**config.mk**
```make
export PLATFORM = sky130hd
export DESIGN_NAME = serial_sum_deserializer
export DESIGN_NICKNAME = d
export VERILOG_FILES = /design/src/rtl/serial_pkg.sv /design/src/rtl/bit_counter.sv /design/src/rtl/serial_sum_deserializer.sv
export SDC_FILE = /design/constraint.sdc
export NUM_CORES = 1
export LEC_CHECK = 0
export ABC_AREA = 1
export ABC_CLOCK_PERIOD_IN_PS = 3740
export CAP_MARGIN = 5
export CORE_UTILIZATION = 56
export CTS_CLUSTER_SIZE = 40
export DETAILED_ROUTE_END_ITERATION = 7
export GPL_ROUTABILITY_DRIVEN = 0
export MAX_ROUTING_LAYER = met4
export PLACE_DENSITY = 0.9
export SLEW_MARGIN = 5
export SYNTH_ARGS = -nofsm -noshare
export SYNTH_HDL_FRONTEND = slang
export SYNTH_SLANG_ARGS = --single-unit
export TNS_END_PERCENT = 50
```
**constraint.sdc**
```tcl
create_clock -name clk -period 3.74 [get_ports clk]
set_clock_uncertainty 0.15 [all_clocks]
set_input_delay 0.748 -clock clk [delete_from_list [all_inputs] [get_ports clk]]
set_output_delay 0.748 -clock clk [all_outputs]
set_load 0.005 [all_outputs]
```
**src/rtl/serial_pkg.sv**
```systemverilog
// rtl/serial_pkg.sv - shared types and limits for the serial sum deserializer
package serial_pkg;

    typedef enum logic [1:0] {
        IDLE  = 2'd0,
        SHIFT = 2'd1,
        HOLD  = 2'd2
    } state_t;

    localparam int WIDTH_MIN = 2;
    localparam int WIDTH_MAX = 32;

endpackage

```
**src/rtl/bit_counter.sv**
```systemverilog
// rtl/bit_counter.sv - bit position counter: load-to-1, increment, terminal at WIDTH-1
module bit_counter #(
    parameter int WIDTH = 8
) (
    input  logic                     clk,
    input  logic                     rst_n,
    input  logic                     clr,
    input  logic                     load,
    input  logic                     inc,
    output logic [$clog2(WIDTH)-1:0] count,
    output logic                     terminal
);

    localparam int CW = $clog2(WIDTH);

    assign terminal = (count == CW'(WIDTH - 1));

    // Saturates at the terminal value so the count can never wrap.
    always_ff @(posedge clk or negedge rst_n) begin
        if (!rst_n) begin
            count <= '0;
        end else if (clr) begin
            count <= '0;
        end else if (load) begin
            count <= CW'(1);
        end else if (inc && !terminal) begin
            count <= count + 1'b1;
        end
    end

endmodule

```
**src/rtl/serial_sum_deserializer.sv**
```systemverilog
// rtl/serial_sum_deserializer.sv - collects LSB-first sum bits into a word plus carry
module serial_sum_deserializer
    import serial_pkg::*;
#(
    parameter int WIDTH = 8
) (
    input  logic             clk,
    input  logic             reset,
    input  logic             bit_valid,
    input  logic             start,
    input  logic             s_in,
    input  logic             cout_in,
    output logic [WIDTH-1:0] word_out,
    output logic             carry_out,
    output logic             word_valid,
    input  logic             word_ready,
    output logic             busy,
    output logic             frame_err,
    output logic             overrun,
    input  logic             err_clr
);

    localparam int CW = $clog2(WIDTH);

    state_t           state, state_nxt;
    logic [WIDTH-1:0] shreg;
    logic [WIDTH-1:0] full_word;
    logic [CW-1:0]    count;
    logic             terminal;
    logic             take_first, take_next, complete;
    logic             set_ferr, set_ovr;

    bit_counter #(.WIDTH(WIDTH)) u_bit_counter (
        .clk      (clk),
        .rst_n    (reset),
        .clr      (complete),
        .load     (take_first),
        .inc      (take_next),
        .count    (count),
        .terminal (terminal)
    );

    // Shift register with the incoming bit merged at the current position.
    always_comb begin
        full_word        = shreg;
        full_word[count] = s_in;
    end

    always_ff @(posedge clk or negedge reset) begin
        if (!reset) begin
            state <= IDLE;
        end else begin
            state <= state_nxt;
        end
    end

    always_comb begin
        state_nxt  = state;
        take_first = 1'b0;
        take_next  = 1'b0;
        complete   = 1'b0;
        set_ferr   = 1'b0;
        set_ovr    = 1'b0;
        case (state)
            IDLE: begin
                if (bit_valid && start) begin
                    take_first = 1'b1;
                    state_nxt  = SHIFT;
                end
            end
            SHIFT: begin
                if (bit_valid) begin
                    if (start) begin
                        set_ferr   = 1'b1;
                        take_first = 1'b1;
                    end else if (terminal) begin
                        complete  = 1'b1;
                        state_nxt = HOLD;
                    end else begin
                        take_next = 1'b1;
                    end
                end
            end
            HOLD: begin
                // Handshake cycle may also carry bit 0 of the next word.
                if (word_ready) begin
                    if (bit_valid && start) begin
                        take_first = 1'b1;
                        state_nxt  = SHIFT;
                    end else begin
                        state_nxt = IDLE;
                    end
                end else if (bit_valid) begin
                    set_ovr = 1'b1;
                end
            end
            default: state_nxt = IDLE;
        endcase
    end

    always_ff @(posedge clk or negedge reset) begin
        if (!reset) begin
            shreg     <= '0;
            word_out  <= '0;
            carry_out <= 1'b0;
            frame_err <= 1'b0;
            overrun   <= 1'b0;
        end else begin
            if (take_first) begin
                shreg <= {{(WIDTH-1){1'b0}}, s_in};
            end else if (take_next) begin
                shreg <= full_word;
            end
            if (complete) begin
                word_out  <= full_word;
                carry_out <= cout_in;
            end
            // A same-cycle setting event takes priority over the clear.
            if (set_ferr) begin
                frame_err <= 1'b1;
            end else if (err_clr) begin
                frame_err <= 1'b0;
            end
            if (set_ovr) begin
                overrun <= 1'b1;
            end else if (err_clr) begin
                overrun <= 1'b0;
            end
        end
    end

    assign busy       = (state == SHIFT);
    assign word_valid = (state == HOLD);

endmodule

```
==> flow_metrics.env, run 1 <==
export IMPL_min_path_cells=2
export IMPL_yosys_area_share_simple_pct=34.9
export IMPL_ys_ff_latch=24
export IMPL_period_minus_slack_ps=2450
export IMPL_yosys_mux_area_fraction_pct=0
export IMPL_ys_warn_count=0
export IMPL_timing_rr_start="u_bit_counter.count[0]$_DFFE_PN0P_"
export IMPL_cts_resized=0
export IMPL_arrival_ps=1550
export IMPL_placed_area_mm2=0.00148
export IMPL_max_cap_violations=0
export IMPL_routed_via_density=5.50
export IMPL_post_drt_wl_per_cell_um=12.3
export IMPL_hold_start="shreg[7]$_DFFE_PN0P_"
export IMPL_antenna_found_initial=0
export IMPL_relSlewSlack_pct=28.5
export IMPL_syn_avg_cell_area_um2=7.96
export IMPL_ctsHoldBuffers=0
export IMPL_fp_dieW_um=49.4
export IMPL_final_hold_viol_count=0
export IMPL_switching_share_pct=39.5
export IMPL_tightest_slew_ps=1070
export IMPL_crit_chain="inv_2 > nor2_4 > clkdlybuf4s50_1"
export IMPL_synthAdderAreaFrac_pct=2.99
export IMPL_critPathMaxStageDelay_ps=520
export IMPL_clkPwrFrac_pct=13.9
export IMPL_clock_latency_ps=310
export IMPL_grt_pass1_vias=1101
export IMPL_drcViolationCount=0
export IMPL_ios=21
export IMPL_ant_nets=0
export IMPL_yosysSeqAreaShare_pct=47.8
export IMPL_synth_cells=158
export IMPL_drv_slew=0
export IMPL_worst_path_max_delay_cell="dfrtp_1"
export IMPL_synth_top_family_by_area="simple AND/OR/NAND/NOR gates"
export IMPL_max_clock_path_buffers=2
export IMPL_r2r_end="shreg[1]$_DFFE_PN0P_"
export IMPL_worst_slack_ps=1290
export IMPL_rrSetupSlack_ps=1860
export IMPL_power_density_mw_per_mm2=536
export IMPL_postCtsSetupBuffers=0
export IMPL_p_comb_share_pct=38.1
export IMPL_status="finished, final reports clean"
export IMPL_hold_class="register to register"
export IMPL_grt_max_degree=25
export IMPL_grt_pass1_wl_um=4620
export IMPL_clk_pin_slew_ps=120
export IMPL_pwr_share_seq_pct=48.0
export IMPL_syn_cell_area_mm2=0.00126
export IMPL_cts_tree="yes"
export IMPL_final_area_mm2=0.00150
export IMPL_grt_usage_pct=25.2
export IMPL_diodes=0
export IMPL_cp_max_fo=4
export IMPL_syn_num_nets=169
export IMPL_p_leak_nw=0.747
export IMPL_crit_buf_inv=2
export IMPL_numCtsBuffers=3
export IMPL_crit_type="register to output pin"
export IMPL_synth_compound_area_share_pct=8.26
export IMPL_fin_setup_tns_ps=0
export IMPL_start_util_pct=61.6
export IMPL_rows=16
export IMPL_num_vias=1133
export IMPL_place_ws_ps=1480
export IMPL_post_route_period_util_pct=65.5
export IMPL_hold_end="shreg[7]$_DFFE_PN0P_"
export IMPL_synth_xor_area_share_pct=0
export IMPL_ctsHtreeMaxLevel=1
export IMPL_fmax_mhz=408
export IMPL_p_switching_mw=0.317
export IMPL_yosysUniqueCellTypes=22
export IMPL_die_y_um=49.4
export IMPL_nFillCells=175
export IMPL_crit_family="buffers and inverters"
export IMPL_p_total_mw=0.803
export IMPL_layout_nets=192
export IMPL_cp_required_ps=2840
export IMPL_die_area_mm2=0.00244
export IMPL_setup_viol_count_final=0
export IMPL_vdd_drop_max_v=0.000372
export IMPL_area_growth_pct=19.1
export IMPL_cts_sinks=24
export IMPL_r2r_cells=8
export IMPL_io_buffer_count=20
export IMPL_drtPass1Iterations=4
export IMPL_drive_gt1_share_pct=9.50
export IMPL_coreArea_mm2=0.00204
export IMPL_internal_power_mw=0.485
export IMPL_wl_um=2540
export IMPL_overflow=0
export IMPL_dp_hpwl_um=1930
export IMPL_hold_slack_ps=334
export IMPL_end_kind="output pin"
export IMPL_rsz0062_at_grt="false"
export IMPL_startpoint_type="register"
export IMPL_clockRootBuffer="clkbuf_4"
export IMPL_drt_iter0_drc=32
==> cell usage in the layout, fill, tap and decap left out, drive strengths merged <==
master,n
nand2,64
dfrtp,24
clkdlybuf4s50,20
nand3,18
inv,16
o21ai,15
nor2,6
nor3,3
a21oi,3
ha,3
clkbuf,3
nand4,2
o21bai,1
o22ai,1
==> power groups by stage <==
| stage | clock network, mW | logic [mW] | registers, mW |
|---|---|---|---|
| finish | 0.112 | 0.306 | 0.385 |
| global route | 0.120 | 0.345 | 0.393 |
| CTS | 0.112 | 0.308 | 0.382 |
| detailed placement | 0 | 0.306 | 0.388 |
| global placement | 0 | 0.291 | 0.383 |
| floorplan | 0 | 0.217 | 0.366 |
==> synthesized netlist by cell type <==
| master | count | area share, % |
|---|---|---|
| nand2_1 | 61 | 18 |
| nor2_1 | 2 | 0.60 |
| a21oi_1 | 3 | 1.2 |
| o21ai_0 | 9 | 3.6 |
| nand3_1 | 16 | 6.4 |
| dfrtp_1 | 24 | 48 |
| buf_6 | 1 | 0.90 |
| nor2_4 | 2 | 1.8 |
| nor3_1 | 3 | 1.2 |
| nand4_1 | 2 | 0.99 |
| inv_1 | 11 | 3.3 |
| nor2_2 | 1 | 0.50 |
| inv_2 | 5 | 1.5 |
| nand3_2 | 1 | 0.80 |
| o22ai_1 | 1 | 0.50 |
| buf_2 | 1 | 0.40 |
| nand2_2 | 3 | 1.5 |
| ha_1 | 3 | 3.0 |
| o21bai_1 | 1 | 0.60 |
| nand3_4 | 1 | 1.4 |
| nor2_8 | 1 | 1.6 |
| o21ai_1 | 6 | 2.4 |
==> worst max path at each step <==
stage | start | endpoint | cells after the start
after floorplan | u_bit_counter.count[1]$_DFFE_PN0P_ | shreg[1]$_DFFE_PN0P_ | 8
final | state[1]$_DFFE_PN0P_ | word_valid | 3
after global placement | bit_valid | shreg[2]$_DFFE_PN0P_ | 8
after CTS | state[1]$_DFFE_PN0P_ | word_valid | 3
after detailed placement | bit_valid | shreg[1]$_DFFE_PN0P_ | 8
after global routing | state[0]$_DFFE_PN0P_ | busy | 3
==> routing by layer <==
| metal | share of wire [%] | up-vias | routed length, µm | global-route usage, % |
|---|---|---|---|---|
| met2 | 51 | 41 | 1300 | 43.4 |
| met4 | 1.9 | 0 | 49 | 10.5 |
| met1 | 41 | 535 | 1030 | 29.6 |
| met5 | 0 | - | 0 | - |
| li1 | - | 550 | - | - |
| met3 | 6.3 | 7 | 159 | 3.43 |
==> area by class of cell <==
type	instances	area [µm²]	area share (%)
timing repair buffer	20	200	13.4
tap	27	33.8	2.26
inverter	16	60.1	4.01
clock buffer	3	22.5	1.50
sequential	24	601	40.1
multi-input combinational	116	581	38.8
==> state kept, by name, indices dropped and copies added, names as in the netlist <==
register / count
frame_err: 1
overrun: 1
word_out: 8
u_bit_counter.count: 3
shreg: 8
state: 2
carry_out: 1
==> cells by family after synthesis <==
group,after synthesis
AO/OA/AOI/OAI,20
buffers and inverters,18
flip-flops,24
AND/OR/NAND/NOR,93
adder cells (fa/ha/maj),3
==> metrics by stage <==
| stage | std cells | util [%] |
|---|---|---|
| 4_1_cts | 206 | 73.3 |
| 3_3_place_gp | 203 | 72.2 |
| 2_1_floorplan | 158 | - |
| 6_report | 206 | 73.3 |
| 3_5_place_dp | 203 | 72.2 |
| 5_1_grt | 206 | 73.3 |
==> worst min-delay path: cells and delay by family, from the launching register on <==
kind | cells | cell delay [ps]
flops | 1 | 360
simple gates | 2 | 100
Note: power is estimated with default switching activity, not from simulation.
==> run 2, diff against run 1 <==
--- a/config.mk
+++ b/config.mk
@@ -6,14 +6,14 @@
 export NUM_CORES = 1
 export LEC_CHECK = 0
 export ABC_AREA = 1
-export ABC_CLOCK_PERIOD_IN_PS = 3740
+export ABC_CLOCK_PERIOD_IN_PS = 2500
 export CAP_MARGIN = 5
-export CORE_UTILIZATION = 56
+export CORE_UTILIZATION = 52
 export CTS_CLUSTER_SIZE = 40
 export DETAILED_ROUTE_END_ITERATION = 7
 export GPL_ROUTABILITY_DRIVEN = 0
 export MAX_ROUTING_LAYER = met4
-export PLACE_DENSITY = 0.9
+export PLACE_DENSITY = 0.85
 export SLEW_MARGIN = 5
 export SYNTH_ARGS = -nofsm -noshare
 export SYNTH_HDL_FRONTEND = slang
==> constraint.sdc (replaced) <==
create_clock -name clk -period 2.5 [get_ports clk]
set_clock_uncertainty 0.15 [all_clocks]
set_input_delay 0.5 -clock clk [delete_from_list [all_inputs] [get_ports clk]]
set_output_delay 0.5 -clock clk [all_outputs]
set_load 0.005 [all_outputs]
==> run 2 against run 1 <==
  * Die area is 7.4% higher
  * Routed wire length is 1.6% lower
  * Clock-buffer cell count stayed put
  * Cell area is 0.58% higher
  * Critical path depth stayed put
  * Sequential share of layout area is 0.23 points lower
  * Worst setup slack worse by 1000 ps
  * Global-route usage is 2.9 points lower
  * Sequential cell count stayed put
  * Hold slack better by 5.0 ps
  * Combinational power is 49% higher
  * Clock power is 51% higher
  * Largest power group unchanged
==> flow_metrics.env, run 2 (synthesis gave the netlist of run 1 again) <==
export IMPL_die_area_mm2=0.00262
export IMPL_place_ws_ps=446
export IMPL_grt_pass1_vias=951
export IMPL_grt_pass1_wl_um=4190
export IMPL_crit_type="register to output pin"
export IMPL_start_util_pct=55.8
export IMPL_power_density_mw_per_mm2=795
export IMPL_fp_dieW_um=51.2
export IMPL_area_growth_pct=19.8
export IMPL_hold_start="carry_out$_DFFE_PN0N_"
export IMPL_layout_cells_non_filler=208
export IMPL_ios=21
export IMPL_p_total_mw=1.20
export IMPL_hold_end="carry_out$_DFFE_PN0N_"
export IMPL_coreArea_mm2=0.00225
export IMPL_max_clock_path_buffers=2
export IMPL_grt_max_degree=25
export IMPL_drtPass1Iterations=5
export IMPL_cts_resized=0
export IMPL_setup_viol_count_final=0
export IMPL_post_route_period_util_pct=89.5
export IMPL_ant_nets=0
export IMPL_routed_via_density=5.22
export IMPL_tightest_slew_ps=304
export IMPL_path_depth=3
export IMPL_worst_path_max_delay_cell="dfrtp_1"
export IMPL_r2r_end="shreg[1]$_DFFE_PN0P_"
export IMPL_layout_common_cells="nand2_1 (61), dfrtp_1 (24), clkdlybuf4s50_1 (20), nand3_1 (16), inv_1 (11)"
export IMPL_relSlewSlack_pct=79.5
export IMPL_period_minus_slack_ps=2240
export IMPL_worst_slack_ps=263
export IMPL_max_cap_violations=0
export IMPL_layout_nets=193
export IMPL_drt_iter0_drc=30
export IMPL_cts_sinks=24
export IMPL_cp_required_ps=1850
export IMPL_status="finished, final reports clean"
export IMPL_drive_gt1_share_pct=10.0
export IMPL_clockRootBuffer="clkbuf_4"
export IMPL_cts_tree="yes"
export IMPL_ctsHtreeMaxLevel=1
export IMPL_numCtsBuffers=3
export IMPL_postCtsSetupBuffers=0
export IMPL_grt_usage_pct=22.3
export IMPL_rows=17
export IMPL_drv_slew=0
export IMPL_die_y_um=51.2
export IMPL_crit_chain="inv_2 > nor2_4 > clkdlybuf4s50_1"
export IMPL_startpoint_type="register"
export IMPL_final_hold_viol_count=0
export IMPL_dp_hpwl_um=1880
export IMPL_critPathMaxStageDelay_ps=540
export IMPL_post_drt_wl_per_cell_um=12.0
export IMPL_vdd_drop_max_v=0.000533
export IMPL_rrSetupSlack_ps=630
export IMPL_crit_buf_inv=2
export IMPL_drcViolationCount=0
export IMPL_top_regs="shreg: 8 flops, word_out: 8 flops, u_bit_counter.count: 3 flops"
export IMPL_crit_family="buffers and inverters"
export IMPL_arrival_ps=1590
export IMPL_rsz0062_at_grt="false"
export IMPL_diodes=0
export IMPL_antenna_found_initial=0
export IMPL_clock_latency_ps=310
export IMPL_ctsHoldBuffers=0
export IMPL_fin_setup_tns_ps=0
export IMPL_overflow=0
export IMPL_r2r_cells=8
export IMPL_clk_pin_slew_ps=120
export IMPL_final_area_mm2=0.00151
export IMPL_p_leak_nw=0.752
export IMPL_timing_rr_start="u_bit_counter.count[0]$_DFFE_PN0P_"
export IMPL_fmax_mhz=447
export IMPL_final_common_cell="nand2_1"
export IMPL_io_buffer_count=20
export IMPL_end_kind="output pin"
export IMPL_placed_cells=205
export IMPL_cp_max_fo=4
export IMPL_hold_class="register to register"
export IMPL_num_vias=1085
export IMPL_min_path_cells=2
export IMPL_wl_um=2500
export IMPL_placed_area_mm2=0.00148
[run 2: stage by stage]
step | hold WS (ps) | util (%)
after floorplan | 54.4 | -
after global placement | 306 | 65.8
after detailed placement | 308 | 65.8
after CTS | 341 | 66.8
after global routing | 358 | 66.8
final | 339 | 66.8
[run 2: report_power, final]
group	internal (mW)	switching (mW)	leakage, nW
Sequential	0.473	0.0981	0.324
Combinational	0.198	0.258	0.414
Clock	0.0565	0.113	0.0138
[run 2: how the worst max path moves through the flow]
stage | from | to | slack (ps)
final | state[1]$_DFFE_PN0P_ | word_valid | 260
after global routing | state[1]$_DFFE_PN0P_ | word_valid | 210
after CTS | state[1]$_DFFE_PN0P_ | word_valid | 260
after detailed placement | bit_valid | shreg[2]$_DFFE_PN0P_ | 450
after global placement | bit_valid | shreg[1]$_DFFE_PN0P_ | 520
after floorplan | u_bit_counter.count[1]$_DFFE_PN0P_ | shreg[1]$_DFFE_PN0P_ | 850
[run 2: tightest hold or removal path, stage by stage (launching register included)]
cell and delay [ps]:
dfrtp_1 360, nand2_1 60, nand2_1 50
[run 2: layer usage]
metal,global-route usage (%),up-vias,wire (µm)
met5,-,-,0
met4,10.2,0,41
met3,3.57,5,120
met2,34.2,27,1160
met1,29.0,500,1180
li1,-,553,-
[run 2: layout make-up]
type | instances | area (µm²)
clock buffer | 3 | 22.5
fill | 205 | 748
inverter | 16 | 60.1
multi-input combinational | 116 | 581
sequential | 24 | 601
tap | 28 | 35.0
timing repair buffer | 21 | 208
==> run 3, diff against run 2 <==
--- a/config.mk
+++ b/config.mk
@@ -8,12 +8,12 @@
 export ABC_AREA = 1
 export ABC_CLOCK_PERIOD_IN_PS = 2500
 export CAP_MARGIN = 5
-export CORE_UTILIZATION = 52
+export CORE_UTILIZATION = 45
 export CTS_CLUSTER_SIZE = 40
 export DETAILED_ROUTE_END_ITERATION = 7
 export GPL_ROUTABILITY_DRIVEN = 0
 export MAX_ROUTING_LAYER = met4
-export PLACE_DENSITY = 0.85
+export PLACE_DENSITY = 0.76
 export SLEW_MARGIN = 5
 export SYNTH_ARGS = -nofsm -noshare
 export SYNTH_HDL_FRONTEND = slang
==> run 3 against run 2 <==
  * Clock power rose by 20%
  * First-iteration DRC count fell by 20%
  * Combinational power fell by 1%
  * Non-clock buffer count did not move
  * Worst setup slack improved by 21 ps
  * Cell count rose by 1.4%
  * Core utilization fell by 7.5 points
  * Hold slack got worse by 3.5 ps
  * Register-to-register slack got worse by 20 ps
  * Highest routed layer unchanged
==> flow_metrics.env, run 3 (synthesis gave the netlist of run 1 again) <==
export IMPL_status="finished, final reports clean"
export IMPL_arrival_ps=1570
export IMPL_cts_tree="yes"
export IMPL_grt_util_met2_pct=34.5
export IMPL_final_util_pct=59.3
export IMPL_vdd_drop_max_v=0.000506
export IMPL_drive_gt1_share_pct=10.5
export IMPL_grt_max_degree=25
export IMPL_ctsHoldBuffers=0
export IMPL_area_growth_pct=21.1
export IMPL_crit_chain="inv_2 > nor2_4 > clkdlybuf4s50_1"
export IMPL_grt_pass1_vias=1065
export IMPL_crit_type="register to output pin"
export IMPL_ctsHtreeMaxLevel=1
export IMPL_overflow=0
export IMPL_pwr_share_seq_pct=46.6
export IMPL_ant_nets=0
export IMPL_crit_family="buffers and inverters"
export IMPL_dp_hpwl_um=1910
export IMPL_antenna_found_initial=0
export IMPL_post_route_period_util_pct=88.6
export IMPL_critPathMaxStageDelay_ps=520
export IMPL_clockRootBuffer="clkbuf_4"
export IMPL_coreArea_mm2=0.00257
export IMPL_fp_dieW_um=54.9
export IMPL_rsz0062_at_grt="false"
export IMPL_p_comb_share_pct=36.9
export IMPL_max_cap_violations=0
export IMPL_p_switching_mw=0.468
export IMPL_diodes=0
export IMPL_end_kind="output pin"
export IMPL_clkPwrFrac_pct=16.5
export IMPL_period_minus_slack_ps=2220
export IMPL_drv_slew=0
export IMPL_grt_usage_pct=20.5
export IMPL_fin_setup_tns_ps=0
export IMPL_max_clock_path_buffers=2
export IMPL_die_y_um=54.9
export IMPL_relSlewSlack_pct=79.5
export IMPL_final_common_cell="nand2_1"
export IMPL_drt_iter0_drc=24
export IMPL_clock_latency_ps=310
export IMPL_startpoint_type="register"
export IMPL_postCtsSetupBuffers=0
export IMPL_cp_required_ps=1850
export IMPL_ios=21
export IMPL_numCtsBuffers=3
export IMPL_clk_pin_slew_ps=130
export IMPL_worst_path_max_delay_cell="dfrtp_1"
export IMPL_grtUsageMet1_pct=24.0
export IMPL_top_regs="shreg: 8 flops, word_out: 8 flops, u_bit_counter.count: 3 flops"
export IMPL_tightest_slew_ps=308
export IMPL_drtPass1Iterations=4
export IMPL_io_buffer_count=20
export IMPL_cts_sinks=24
export IMPL_fmax_mhz=451
export IMPL_cp_max_fo=4
export IMPL_die_area_mm2=0.00301
export IMPL_power_density_mw_per_mm2=806
export IMPL_crit_buf_inv=2
export IMPL_p_leak_nw=0.759
export IMPL_hold_class="register to register"
export IMPL_rows=18
export IMPL_setup_viol_count_final=0
export IMPL_layout_common_cells="nand2_1 (61), dfrtp_1 (24), clkdlybuf4s50_1 (20), nand3_1 (16), inv_1 (11)"
export IMPL_routed_via_density=5.28
export IMPL_internal_power_mw=0.759
export IMPL_num_vias=1115
export IMPL_start_util_pct=49.0
export IMPL_p_total_mw=1.23
export IMPL_grt_pass1_wl_um=4280
export IMPL_layout_nets=193
export IMPL_post_drt_wl_per_cell_um=11.8
export IMPL_drcViolationCount=0
export IMPL_top_usage_layer="met2"
export IMPL_grt_util_met3_pct=3.61
export IMPL_final_hold_viol_count=0
export IMPL_switching_share_pct=38.1
export IMPL_cts_resized=0
export IMPL_wl_um=2490
run 3: cell types whose count changed in the layout (fill, tap and decap cells not counted):
| cell | previous run | this run |
|---|---|---|
| clkbuf_8 | 0 | 1 |
run 3: final timing paths:
check | slack (ps) | end | from | cells after the start
max | 280 | word_valid | state[1]$_DFFE_PN0P_ | 3
min | 340 | carry_out$_DFFE_PN0N_ | carry_out$_DFFE_PN0N_ | 2
max reg2reg | 610 | shreg[2]$_DFFE_PN0P_ | u_bit_counter.count[0]$_DFFE_PN0P_ | 8
min reg2reg | 340 | carry_out$_DFFE_PN0N_ | carry_out$_DFFE_PN0N_ | 2
max in group asynchronous | 1590 | frame_err$_DFFE_PN0P_ | reset | 2
min in group asynchronous | 380 | word_out[0]$_DFFE_PN0N_ | reset | 2
run 3: worst min-delay path, delay by kind of cell (launching register included):
family           cells  cell delay [ps]
DFF                  1              370
and+or+nand+nor      2              100
run 3: area by class of cell:
class	instances	area, µm²
clock buffers	4	36.3
fillers	252	1040
inverters	16	60.1
multi-input cells	116	581
flip-flops and latches	24	601
well taps	30	37.5
repair buffers	21	208
run 3: routing by layer:
layer,up-vias,part of all wire [%]
li1,559,-
met1,522,44
met2,30,50
met3,4,5.2
met4,0,1.0
met5,-,0
run 3: through the flow:
step                      std cells  setup slack (ps)  hold slack [ps]  area [µm²]
final                           211               284              336        1520
after global routing            211               198              371        1520
after CTS                       211               275              342        1520
after detailed placement        207               474              309        1490
after global placement          207               494              306        1490
after floorplan                 158               854             54.4        1260
run 3: power groups by stage:
stage                     Clock (mW)  Sequential (mW)  Combinational (mW)
after floorplan                    0            0.547               0.324
after global placement             0            0.573               0.442
after detailed placement           0            0.578               0.458
after CTS                      0.211            0.571               0.459
after global routing           0.226            0.584               0.520
final                          0.203            0.572               0.452
